`src/rtl/seq_divider_pkg.sv`:
```
// Shared constants and state encoding for the iterative restoring divider.
// Imported by seq_divider and by anything that decodes its handshake.
package seq_divider_pkg;

  typedef enum logic [1:0] {
    DIV_IDLE    = 2'b00,
    DIV_DIVZERO = 2'b01,
    DIV_BUSY    = 2'b10,
    DIV_DONE    = 2'b11
  } div_state_e;

  localparam logic DIV_START            = 1'b1;
  localparam logic DIV_STOP             = 1'b0;
  localparam logic DIV_RESULT_READY     = 1'b1;
  localparam logic DIV_RESULT_NOT_READY = 1'b0;

endpackage

```
`src/rtl/seq_divider.sv`:
```
// Radix-2 restoring divider for DIV/DIVU: one quotient bit per cycle,
// result {remainder, quotient} presented with a one-cycle ready pulse.
module seq_divider
  import seq_divider_pkg::*;
#(
  parameter int WIDTH = 32
) (
  input  logic               clk,
  input  logic               resetn,
  input  logic               signed_div_i,
  input  logic [WIDTH-1:0]   opdata1_i,
  input  logic [WIDTH-1:0]   opdata2_i,
  input  logic               start_i,
  input  logic               annul_i,
  output logic [2*WIDTH-1:0] result_o,
  output logic               ready_o
);

  localparam int CNT_W = $clog2(WIDTH);

  div_state_e       state_q, state_d;
  logic [CNT_W-1:0] cnt_q;
  logic [WIDTH-1:0] rem_q, quo_q, div_q, dvd_q;
  logic             neg_q_q, neg_r_q;

  logic             accept, last, take;
  logic             a_neg, b_neg;
  logic [WIDTH-1:0] a_abs, b_abs;
  logic [WIDTH:0]   partial, trial;
  logic [WIDTH-1:0] rem_nxt, quo_nxt;

  function automatic logic [WIDTH-1:0] negate_if(input logic en, input logic [WIDTH-1:0] v);
    return en ? ('0 - v) : v;
  endfunction

  assign accept = (state_q == DIV_IDLE) && (start_i == DIV_START) && !annul_i;
  assign last   = (cnt_q == CNT_W'(WIDTH - 1));
  assign a_neg  = signed_div_i && opdata1_i[WIDTH-1];
  assign b_neg  = signed_div_i && opdata2_i[WIDTH-1];
  assign a_abs  = negate_if(a_neg, opdata1_i);
  assign b_abs  = negate_if(b_neg, opdata2_i);

  // A set partial MSB already exceeds any WIDTH-bit divisor, so the trial
  // only needs WIDTH+1 bits.
  assign partial = {rem_q, quo_q[WIDTH-1]};
  assign trial   = partial - {1'b0, div_q};
  assign take    = partial[WIDTH] | ~trial[WIDTH];
  assign rem_nxt = take ? trial[WIDTH-1:0] : partial[WIDTH-1:0];
  assign quo_nxt = {quo_q[WIDTH-2:0], take};

  assign ready_o = (state_q == DIV_DONE) ? DIV_RESULT_READY : DIV_RESULT_NOT_READY;

  always_ff @(posedge clk or negedge resetn) begin
    if (!resetn) state_q <= DIV_IDLE;
    else         state_q <= state_d;
  end

  always_comb begin
    state_d = state_q;
    unique case (state_q)
      DIV_IDLE:    if (accept) state_d = (opdata2_i == '0) ? DIV_DIVZERO : DIV_BUSY;
      DIV_DIVZERO: state_d = annul_i ? DIV_IDLE : DIV_DONE;
      DIV_BUSY: begin
        if (annul_i)   state_d = DIV_IDLE;
        else if (last) state_d = DIV_DONE;
      end
      DIV_DONE:    state_d = DIV_IDLE;
      default:     state_d = DIV_IDLE;
    endcase
  end

  // Operand latch, shift/subtract iteration and result capture.
  // The result is registered on the edge entering DONE so it is valid with ready_o.
  always_ff @(posedge clk or negedge resetn) begin
    if (!resetn) begin
      cnt_q    <= '0;
      rem_q    <= '0;
      quo_q    <= '0;
      div_q    <= '0;
      dvd_q    <= '0;
      neg_q_q  <= 1'b0;
      neg_r_q  <= 1'b0;
      result_o <= '0;
    end else begin
      unique case (state_q)
        DIV_IDLE: begin
          if (accept) begin
            cnt_q   <= '0;
            rem_q   <= '0;
            quo_q   <= a_abs;
            div_q   <= b_abs;
            dvd_q   <= opdata1_i;
            neg_q_q <= a_neg ^ b_neg;
            neg_r_q <= a_neg;
          end
        end
        DIV_DIVZERO: begin
          if (!annul_i) result_o <= {dvd_q, {WIDTH{1'b1}}};
        end
        DIV_BUSY: begin
          if (!annul_i) begin
            cnt_q <= cnt_q + CNT_W'(1);
            rem_q <= rem_nxt;
            quo_q <= quo_nxt;
            if (last) result_o <= {negate_if(neg_r_q, rem_nxt), negate_if(neg_q_q, quo_nxt)};
          end
        end
        default: ;
      endcase
    end
  end

endmodule
```
`config.mk`:
```
export PLATFORM = sky130hd
export DESIGN_NAME = seq_divider
export DESIGN_NICKNAME = d
export VERILOG_FILES = /design/src/rtl/seq_divider_pkg.sv /design/src/rtl/seq_divider.sv
export SDC_FILE = /design/constraint.sdc
export NUM_CORES = 1
export LEC_CHECK = 0
export ABC_CLOCK_PERIOD_IN_PS = 6720
export CAP_MARGIN = 10
export CORE_ASPECT_RATIO = 0.7
export CORE_MARGIN = 1.5
export CORE_UTILIZATION = 43
export DETAILED_ROUTE_END_ITERATION = 8
export HOLD_SLACK_MARGIN = 0.03
export MAX_ROUTING_LAYER = met4
export PLACE_DENSITY = 0.68
export SLEW_MARGIN = 0
export SYNTH_ARGS = -nofsm -noshare
export SYNTH_HDL_FRONTEND = slang
export SYNTH_SLANG_ARGS = --single-unit
```
`constraint.sdc`:
```
create_clock -name clk -period 6.72 [get_ports clk]
set_input_delay 1.008 -clock clk [delete_from_list [all_inputs] [get_ports clk]]
set_output_delay 1.008 -clock clk [all_outputs]
set_load 0.02 [all_outputs]
```
==> flow_metrics.py <==
metrics = {
    "sta": {
        "min_period_ps": 5080,
        "period_share_pct": 75.5,
        "setup_tns_ps": 0,
        "setup_viol": 0,
        "grt_setup_unrepaired": "false",
        "finalMaxSlewViolations": 0,
        "worst_pin_slew_ps": 1020,
        "skew_ps": 18.7,
        "relSlewSlack_pct": 31.4,
        "hold_viol": 0,
        "clock.fmax_mhz": 197,
    },
    "min_path": {
        "hold_class": "reg -> reg",
    },
    "detailed_routing": {
        "finalWirelength_um": 36600,
        "avgRoutedWirePerCell_um": 17.7,
        "drtIter0Drc": 703,
        "postRouteAntennaNets": 0,
        "drc": 0,
        "via_per_inst": 5.62,
        "num_vias": 11635,
        "dr.pass1.iters": 5,
    },
    "synthesis": {
        "synth-edff-count": 0,
        "netlist_instances": 1553,
        "synthTopCellsByCount": "201 x dfrtp_1, 198 x nand2_1, 182 x o21ai_0, 147 x a21oi_1, 137 x nor2_1",
        "synth_warnings": 0,
        "syn_area_per_cell_um2": 8.51,
        "async_reset_ff_share_pct": 100,
        "synth-seq-cells": 201,
        "yosys.area.top_type": "dfrtp_1",
        "syn_nets": 1665,
        "synth.distinct_cells": 82,
        "synth_area_leaders": "dfrtp_1 38%, o21ai_0 6.9%, nand2_1 5.6%, a21oi_1 5.6%, xor2_1 4.9%",
        "syn_area_um2": 13200,
        "synth_top_area_share_pct": 38.1,
        "synthMostInstantiatedCell": "dfrtp_1",
        "yosysSeqAreaShare_pct": 38.1,
        "ys.flop_type": "dfrtp_1",
    },
    "placed_design": {
        "place.gp.congestion": 0.901,
        "hpwl_um": 27300,
        "port_buffers": 133,
    },
    "critical_path": {
        "critPathMaxFanout": 68,
        "crit_family": "compound AO/OA/AOI/OAI gates",
        "crit_path_top_delay_cell": "o41ai_1",
        "cp-end-kind": "flop",
        "worstPathArrival_ps": 5470,
        "critPathBufInv": 2,
        "critPathKind": "reg -> reg",
        "critPathRequiredTime_ps": 7110,
        "path_cells": "ha_1 -> a21oi_1 -> nand2_1 -> o21ai_2 -> o31ai_2 -> nor2b_2 -> o21ai_4 -> buf_4 -> inv_4 -> ha_1 -> nand3_1 -> or4_1 -> o41ai_1 -> nand2_1 -> xnor2_1 -> a21oi_1",
        "critPathLaunchType": "flop",
        "max_stage_delay_ps": 750,
    },
    "floorplan": {
        "pin_count": 134,
        "start_util_pct": 43.9,
        "row_count": 53,
        "die_x_um": 213,
        "core_area_um2": 30100,
        "die-area_um2": 31800,
        "fp.dieH_um": 150,
    },
    "clock_tree": {
        "hold_buffers": 0,
        "cts-root-buf": "clkbuf_16",
        "cts_sinks": 201,
        "clk_pin_slew_ps": 70,
        "post_cts_buffers": 0,
        "post_cts_resize_count": 0,
        "cts_tree": "yes",
        "max-clock-path-buffers": 3,
        "h-tree-depth": 1,
        "numCtsBuffers": 22,
        "worst_skew_pair.late_latency_ps": 520,
    },
    "cells_and_area": {
        "drive_above_1_share_pct": 7.31,
        "seqCellArea_um2": 5030,
        "nNetsFinal": 1752,
        "nFillCells": 2846,
        "syn2layout_area_growth_pct": 18.3,
        "multiInputGateArea_um2": 7640,
    },
    "power_and_ir_drop": {
        "p_total_uw": 9700,
        "power_density_nw_per_um2": 620,
        "leakagePower_uw": 0.00662,
        "peakVddDrop_mv": 0.359,
    },
    "run": {
        "maxCapViolations": 0,
    },
    "global_route": {
        "grt_pass1_wl_um": 59000,
        "overflow": 0,
        "antenna_found_initial": 1,
        "grt_max_degree": 96,
        "grt_usage_pct": 23.9,
        "grt_pass1_vias": 10998,
    },
    "run_status": {
        "status": "finished, final reports clean",
    },
}
==> logic make-up (layout without fill, tap and decap cells) <==
family,after synthesis,after routing,share of synthesized area [%]
AO/OA/AOI/OAI,472,472,21.8
XOR/XNOR,138,138,9.15
adder cells (fa/ha/maj),43,43,4.13
buffers and inverters,139,242,4.32
flip-flops,201,201,38.1
multiplexers,62,62,5.02
other,0,2,0
AND/OR/NAND/NOR,498,498,17.6
==> area by class of cell <==
class	instances	share of cell area (%)
repair buffers	145	9.11
inverters	57	1.38
well taps	412	3.30
clock buffers	32	4.22
clock inverters	8	0.928
multi-input cells	1213	48.9
diodes	2	0.0320
flip-flops and latches	201	32.2
==> flip-flops by register name (all words and copies together) (netlist names) <==
| register | count |
|---|---|
| cnt_q | 5 |
| neg_r_q | 1 |
| result_o | 64 |
| rem_q | 32 |
| neg_q_q | 1 |
| state_q | 2 |
| div_q | 32 |
| quo_q | 32 |
| dvd_q | 32 |
==> worst register-to-register path, delay by kind of cell, from the launching register on <==
family	cells	cell delay, ps
XOR/XNOR	1	210
adder cells (fa/ha/maj)	2	710
AO/OA/AOI/OAI	6	1550
AND/OR/NAND/NOR	5	1230
flip-flops	1	440
buffers and inverters	2	810
==> final timing paths <==
kind / endpoint / from / cells past startpoint / slack (ps)
max: result_o[28] / rem_q[6] / 16 / 1640
min: div_q[16] / div_q[16] / 2 / 480
max reg2reg: result_o[28] / rem_q[6] / 16 / 1640
min reg2reg: div_q[16] / div_q[16] / 2 / 480
max in group asynchronous: dvd_q[19] / resetn / 2 / 4730
min in group asynchronous: dvd_q[2] / resetn / 1 / 570
==> metrics by stage <==
| stage | cell area [um2] | setup WS, ps | std cells | hold slack (ps) | utilization, % |
|---|---|---|---|---|---|
| 6_report | 15600 | 1640 | 2070 | 481 | 51.9 |
| 2_1_floorplan | 13200 | 1920 | 1553 | 445 | - |
| 5_1_grt | 15600 | 1190 | 2069 | 500 | 51.9 |
| 3_3_place_gp | 14800 | 1860 | 2028 | 456 | 49.3 |
| 4_1_cts | 15600 | 1700 | 2068 | 486 | 51.9 |
| 3_5_place_dp | 14800 | 1730 | 2028 | 471 | 49.3 |
==> placed cells by master, fill, tap and decap left out, types with 4 or more instances in the layout <==
cell	Yosys	routed
nand2_1	198	198
o21bai_1	8	8
nor3_1	19	19
a31oi_1	14	14
clkdlybuf4s50_1	0	132
or4_1	10	10
nor2b_1	5	5
o41ai_1	10	10
a211oi_1	4	4
mux2i_1	28	28
nor4_1	12	12
ha_1	42	41
o22a_1	7	7
bufinv_16	0	4
nor2_1	137	136
nand3_1	16	16
xor2_1	74	74
and3_1	19	19
buf_4	0	12
o211ai_1	5	5
and2_1	14	14
clkbuf_8	0	6
clkbuf_1	57	4
xnor2_1	64	64
nand4_1	10	10
o21ai_0	182	182
clkbuf_16	0	23
a21o_1	9	9
or3_1	19	19
a21oi_1	147	146
inv_1	56	56
a22o_1	8	8
dfrtp_1	201	201
or2_2	4	4
o31ai_1	17	17
mux2_2	34	34
o21a_1	9	9
nand2b_1	10	10
and4_1	4	4
==> layer usage <==
layer	track usage [%]	share of wire [%]	wire, um
met1	35.1	50	18200
met4	4.08	1.5	561
met3	4.05	5.9	2150
met2	34.9	43	15700
met5	-	0	0
==> power breakdown <==
part	switching, uW	internal (uW)
Combinational	3680	2410
Sequential	505	1750
Clock	519	835
(Power assumes the default switching activity.)
